--- src/rtl/alu_issue_stage.sv ---
// Issue register between register read and the execute-stage ALU: decodes one
// MIPS instruction per handshake into ALU operands/control and holds it under valid/ready.
module alu_issue_stage #(
   parameter int DATA_W = 32,
   parameter int CTL_W  = 5
) (
   input  logic              clk,
   input  logic              reset,
   input  logic              in_valid,
   output logic              in_ready,
   input  logic [31:0]       instr,
   input  logic [DATA_W-1:0] rs_data,
   input  logic [DATA_W-1:0] rt_data,
   input  logic              flush,
   output logic              out_valid,
   input  logic              out_ready,
   output logic [DATA_W-1:0] alu_in1,
   output logic [DATA_W-1:0] alu_in2,
   output logic [CTL_W-1:0]  alu_ctl,
   output logic              alu_sign,
   output logic [4:0]        dst_reg,
   output logic              reg_write,
   output logic              illegal
);

   localparam logic [CTL_W-1:0] CTL_AND = 5'b00000;
   localparam logic [CTL_W-1:0] CTL_OR  = 5'b00001;
   localparam logic [CTL_W-1:0] CTL_ADD = 5'b00010;
   localparam logic [CTL_W-1:0] CTL_SUB = 5'b00110;
   localparam logic [CTL_W-1:0] CTL_SLT = 5'b00111;
   localparam logic [CTL_W-1:0] CTL_NOR = 5'b01100;
   localparam logic [CTL_W-1:0] CTL_XOR = 5'b01101;
   localparam logic [CTL_W-1:0] CTL_SLL = 5'b10000;
   localparam logic [CTL_W-1:0] CTL_SRL = 5'b11000;
   localparam logic [CTL_W-1:0] CTL_SRA = 5'b11001;

   logic [5:0]        op_s, funct_s;
   logic [4:0]        rt_s, rd_s, shamt_s;
   logic [DATA_W-1:0] sext_s, zext_s;

   logic [CTL_W-1:0]  ctl_s;
   logic              sign_s, wr_s, ill_s, load_s;
   logic [DATA_W-1:0] in1_s, in2_s;
   logic [4:0]        dst_s;

   logic              valid_q, valid_d;
   logic [DATA_W-1:0] in1_q, in2_q;
   logic [CTL_W-1:0]  ctl_q;
   logic              sign_q, wr_q, ill_q;
   logic [4:0]        dst_q;

   assign op_s    = instr[31:26];
   assign rt_s    = instr[20:16];
   assign rd_s    = instr[15:11];
   assign shamt_s = instr[10:6];
   assign funct_s = instr[5:0];
   assign sext_s  = {{16{instr[15]}}, instr[15:0]};
   assign zext_s  = {16'h0000, instr[15:0]};

   // Instruction decode into ALU control, operand selection and write-back intent.
   always_comb begin
      ctl_s  = CTL_AND;
      sign_s = 1'b0;
      in1_s  = rs_data;
      in2_s  = rt_data;
      dst_s  = rt_s;
      wr_s   = 1'b0;
      ill_s  = 1'b0;
      case (op_s)
         6'h00: begin
            dst_s = rd_s;
            wr_s  = 1'b1;
            case (funct_s)
               6'h20, 6'h21: ctl_s = CTL_ADD;
               6'h22, 6'h23: ctl_s = CTL_SUB;
               6'h24:        ctl_s = CTL_AND;
               6'h25:        ctl_s = CTL_OR;
               6'h26:        ctl_s = CTL_XOR;
               6'h27:        ctl_s = CTL_NOR;
               6'h2A:        begin ctl_s = CTL_SLT; sign_s = 1'b1; end
               6'h2B:        ctl_s = CTL_SLT;
               6'h00:        begin ctl_s = CTL_SLL; in1_s = {27'd0, shamt_s}; end
               6'h02:        begin ctl_s = CTL_SRL; in1_s = {27'd0, shamt_s}; end
               6'h03:        begin ctl_s = CTL_SRA; in1_s = {27'd0, shamt_s}; end
               6'h04:        ctl_s = CTL_SLL;
               6'h06:        ctl_s = CTL_SRL;
               6'h07:        ctl_s = CTL_SRA;
               6'h08:        begin ctl_s = CTL_ADD; wr_s = 1'b0; end
               6'h09:        ctl_s = CTL_ADD;
               default:      begin ctl_s = CTL_AND; wr_s = 1'b0; ill_s = 1'b1; end
            endcase
         end
         6'h08, 6'h09: begin ctl_s = CTL_ADD; in2_s = sext_s; wr_s = 1'b1; end
         6'h0C:        begin ctl_s = CTL_AND; in2_s = zext_s; wr_s = 1'b1; end
         6'h0D:        begin ctl_s = CTL_OR;  in2_s = zext_s; wr_s = 1'b1; end
         6'h0E:        begin ctl_s = CTL_XOR; in2_s = zext_s; wr_s = 1'b1; end
         6'h0A:        begin ctl_s = CTL_SLT; in2_s = sext_s; sign_s = 1'b1; wr_s = 1'b1; end
         6'h0B:        begin ctl_s = CTL_SLT; in2_s = sext_s; wr_s = 1'b1; end
         6'h0F:        begin ctl_s = CTL_SLL; in1_s = 32'd16; in2_s = zext_s; wr_s = 1'b1; end
         6'h23:        begin ctl_s = CTL_ADD; in2_s = sext_s; wr_s = 1'b1; end
         6'h2B:        begin ctl_s = CTL_ADD; in2_s = sext_s; end
         6'h04, 6'h05: ctl_s = CTL_SUB;
         default:      begin ctl_s = CTL_AND; ill_s = 1'b1; end
      endcase
   end

   assign in_ready = !valid_q || out_ready;
   assign load_s   = in_valid && in_ready && !flush;
   // Flush outranks a load so a squashed cycle never refills the register.
   assign valid_d  = flush ? 1'b0 : (load_s ? 1'b1 : (out_ready ? 1'b0 : valid_q));

   // Issue register: valid bit always updates, payload only on an accepted load.
   always_ff @(posedge clk) begin
      if (reset) begin
         valid_q <= 1'b0;
         in1_q   <= '0;
         in2_q   <= '0;
         ctl_q   <= CTL_AND;
         sign_q  <= 1'b0;
         dst_q   <= 5'd0;
         wr_q    <= 1'b0;
         ill_q   <= 1'b0;
      end else begin
         valid_q <= valid_d;
         if (load_s) begin
            in1_q  <= in1_s;
            in2_q  <= in2_s;
            ctl_q  <= ctl_s;
            sign_q <= sign_s;
            dst_q  <= dst_s;
            wr_q   <= wr_s && (dst_s != 5'd0);
            ill_q  <= ill_s;
         end
      end
   end

   assign out_valid = valid_q;
   assign alu_in1   = in1_q;
   assign alu_in2   = in2_q;
   assign alu_ctl   = ctl_q;
   assign alu_sign  = sign_q;
   assign dst_reg   = dst_q;
   assign reg_write = wr_q;
   assign illegal   = ill_q;

endmodule

--- config.mk ---
export PLATFORM = sky130hd
export DESIGN_NAME = alu_issue_stage
export DESIGN_NICKNAME = d
export VERILOG_FILES = /design/src/rtl/alu_issue_stage.sv
export SDC_FILE = /design/constraint.sdc
export NUM_CORES = 1
export LEC_CHECK = 0
export CAP_MARGIN = 15
export CORE_MARGIN = 5
export CORE_UTILIZATION = 25
export CTS_CLUSTER_DIAMETER = 120
export DETAILED_ROUTE_END_ITERATION = 7
export PLACE_DENSITY = 0.58
export SYNTH_ARGS = -nofsm -noshare
export SYNTH_HDL_FRONTEND = slang
export SYNTH_SLANG_ARGS = --single-unit
--- constraint.sdc ---
create_clock -name clk -period 2.73 [get_ports clk]
set_input_delay 0.546 -clock clk [delete_from_list [all_inputs] [get_ports clk]]
set_output_delay 0.546 -clock clk [all_outputs]
set_load 0.1 [all_outputs]
==> results.ini <==
[placement]
place_area_um2=5260
place_congestion=0.834
hpwl_um=9130
dpl.cell_count=758
numPortBuffers=174
dp_worst_setup_slack_ns=-0.113

[logic_synthesis]
synth.ff_latch_count=78
synth-edff-count=0
yosys-top-cells-count=nor2_1 (79), dfxtp_1 (78), nand2_1 (68)
ys_top_cells_by_area=dfxtp_1 (46%), nor2_1 (8.7%), nand2_1 (7.5%), a22oi_1 (5.9%), a311oi_1 (5.6%)
ys_seq_area_frac=0.457
syn_area_per_cell_um2=8.17
synth.most_common_cell=nor2_1
synth_nets=519
synth_top_area_frac=0.457
synthFlopType=dfxtp_1
synth_cell_types=44
yosysWarningCount=0
netlist_area_um2=3410
async_flop_share=0
synth_top_cell_by_area=dfxtp_1
synthCells=418

[clock_tree]
cts_max_path_buffers=2
cts_tree=built
cts_htree_levels=3
ctsHoldBuffers=0
cts.repair.resized=0
postCtsSetupBuffers=0
cts.sink_count=78
clk_pin_slew_ns=0.06
cts_buffers=9
clk_latency_ns=0.33
clock-root-buffer=clkbuf_16

[worst_setup_path]
worstPathRequired_ns=2.99
worstPathCellList=clkdlybuf4s50_1 -> buf_4 -> or4bb_1 -> nor2_1 -> a211oi_4 -> a22oi_1 -> nor2_1
timing.rr.start=out_valid
rrSetupSlack_ns=0.67
cp_max_fo=27
critPathLaunchType=primary input
cp_slowest_cell=a211oi_4
end_kind=register
cpPeakStageDelay_ns=0.92
cpMostUsedCell=nor2_1
rr_endpoint=alu_in1[13]
arrival_ns=2.74
reg2reg_depth=6
path_class=primary input to register

[drt]
wirelength_um=12100
first_iter_violations=139
drc=0
vias_per_cell=4.74
vias=3672
wl_per_cell_um=15.6
ant_nets=0
dr.pass1.iters=4

[floorplanning]
rows=42
num_io_pins=180
chipWidth_um=127
fp.dieH_um=127
dieArea_um2=16100
fp.coreArea_um2=13300
initial_utilization=0.257

[global_routing]
grt_pass1_vias=3792
grt_overflow=0
track_usage=0.149
antenna_found_initial=0
grt_pass1_wl_um=19200
grt_start_max_net_pins=51

[sta]
setup_ws_ns=0.258
setup_tns_ns=0
min_period_ns=2.47
setup_viol=0
max-slew-margin-rel=0.243
rsz0062_at_grt=no
clock.fmax_ghz=0.404
hold_violations=0
worstMarginPinSlew_ns=1.13
drv_slew=0
fin_crit_sh=0.906
finalClockSkew_ns=0.00464

[final_layout]
area_growth_syn_to_layout_pct=63.0
drive_gt1_frac=0.211
area.sequential_um2=1560
fin_nets=694
fillerInstances=1319
final_cells=774
fin_area_um2=5560
diodes=0
multiInputGateArea_um2=1700

[hold_path]
holdCritStartpoint=alu_ctl[1]
hold_path_class=register to register
holdPathEnd=alu_ctl[1]
whs_path_depth=2

[job]
drv_cap=0

[run_status]
status=complete, no violations

[power_and_ir_drop]
power_density_nw_per_um2=617
leakagePower_nw=2.30
vdd_drop_max_mv=0.286

-- kinds of logic (layout without fill, tap and decap cells) --
group	count (synthesis)	count (layout)	share of synthesized area
xor+xnor	3	3	0.00770
simple gates	189	189	0.241
buf+inv	40	220	0.0495
flops	78	78	0.457
compound gates	101	101	0.224
mux	7	7	0.0205
-- layout make-up --
cell class                      instances  area share
Timing Repair Buffer                  199       0.317
Clock buffer                           11      0.0436
Clock inverter                          5      0.0106
Multi-Input combinational cell        300       0.305
Sequential cell                        78       0.281
Inverter                                5     0.00337
Tap cell                              176      0.0396
-- layout by cell type, fill, tap and decap left out, types with 6 or more instances in the layout --
cell             Yosys  layout
clkbuf_16            0       9
nor2_1              79      79
a211oi_1            23      23
dfxtp_1             78      77
a22oi_1             27      27
o21ai_0              6       6
clkdlybuf4s50_1      0      94
a311oi_1            22      22
buf_4                0     101
nand2_1             68      68
mux2i_1              7       7
nor3_1               7       7
nand3_1              8       8
a21oi_1              6       6
-- per-stage QoR --
step / power (mW) / hold WS [ns] / utilization
finish: 3.43 / 0.476 / 0.419
global route: 3.59 / 0.489 / 0.419
CTS: 3.49 / 0.473 / 0.419
detailed placement: 2.26 / 0.442 / 0.396
global placement: 2.25 / 0.451 / 0.396
floorplan: 1.93 / 0.618 / -
-- power by group --
part	internal (mW)	switching [mW]
Sequential	1.20	0.0344
Clock	0.733	0.467
Combinational	0.304	0.690
Total	2.24	1.19
-- critical path, delay by kind of cell --
kind	cells	cell delay, ns
AO/OA/AOI/OAI	2	1.08
buffers and inverters	2	0.64
AND/OR/NAND/NOR	3	0.45
-- routing by layer --
layer | global-route usage | up-vias | part of all wire
met5 | 0 | - | 0
met4 | 0.0543 | 0 | 0.016
met3 | 0.0576 | 13 | 0.094
met2 | 0.241 | 126 | 0.47
met1 | 0.180 | 1691 | 0.42
li1 | - | 1842 | -
-- worst max path at each step --
stage	from	endpoint	slack, ns
floorplan	out_valid	alu_in2[22]	0.20
global placement	instr[31]	alu_in1[15]	-0.03
detailed placement	instr[29]	alu_in1[13]	-0.11
CTS	instr[29]	alu_in1[29]	0.24
global route	instr[29]	alu_in1[13]	0.05
finish	instr[29]	alu_in1[13]	0.26
No activity file was read; power rests on OpenSTA's default activity.
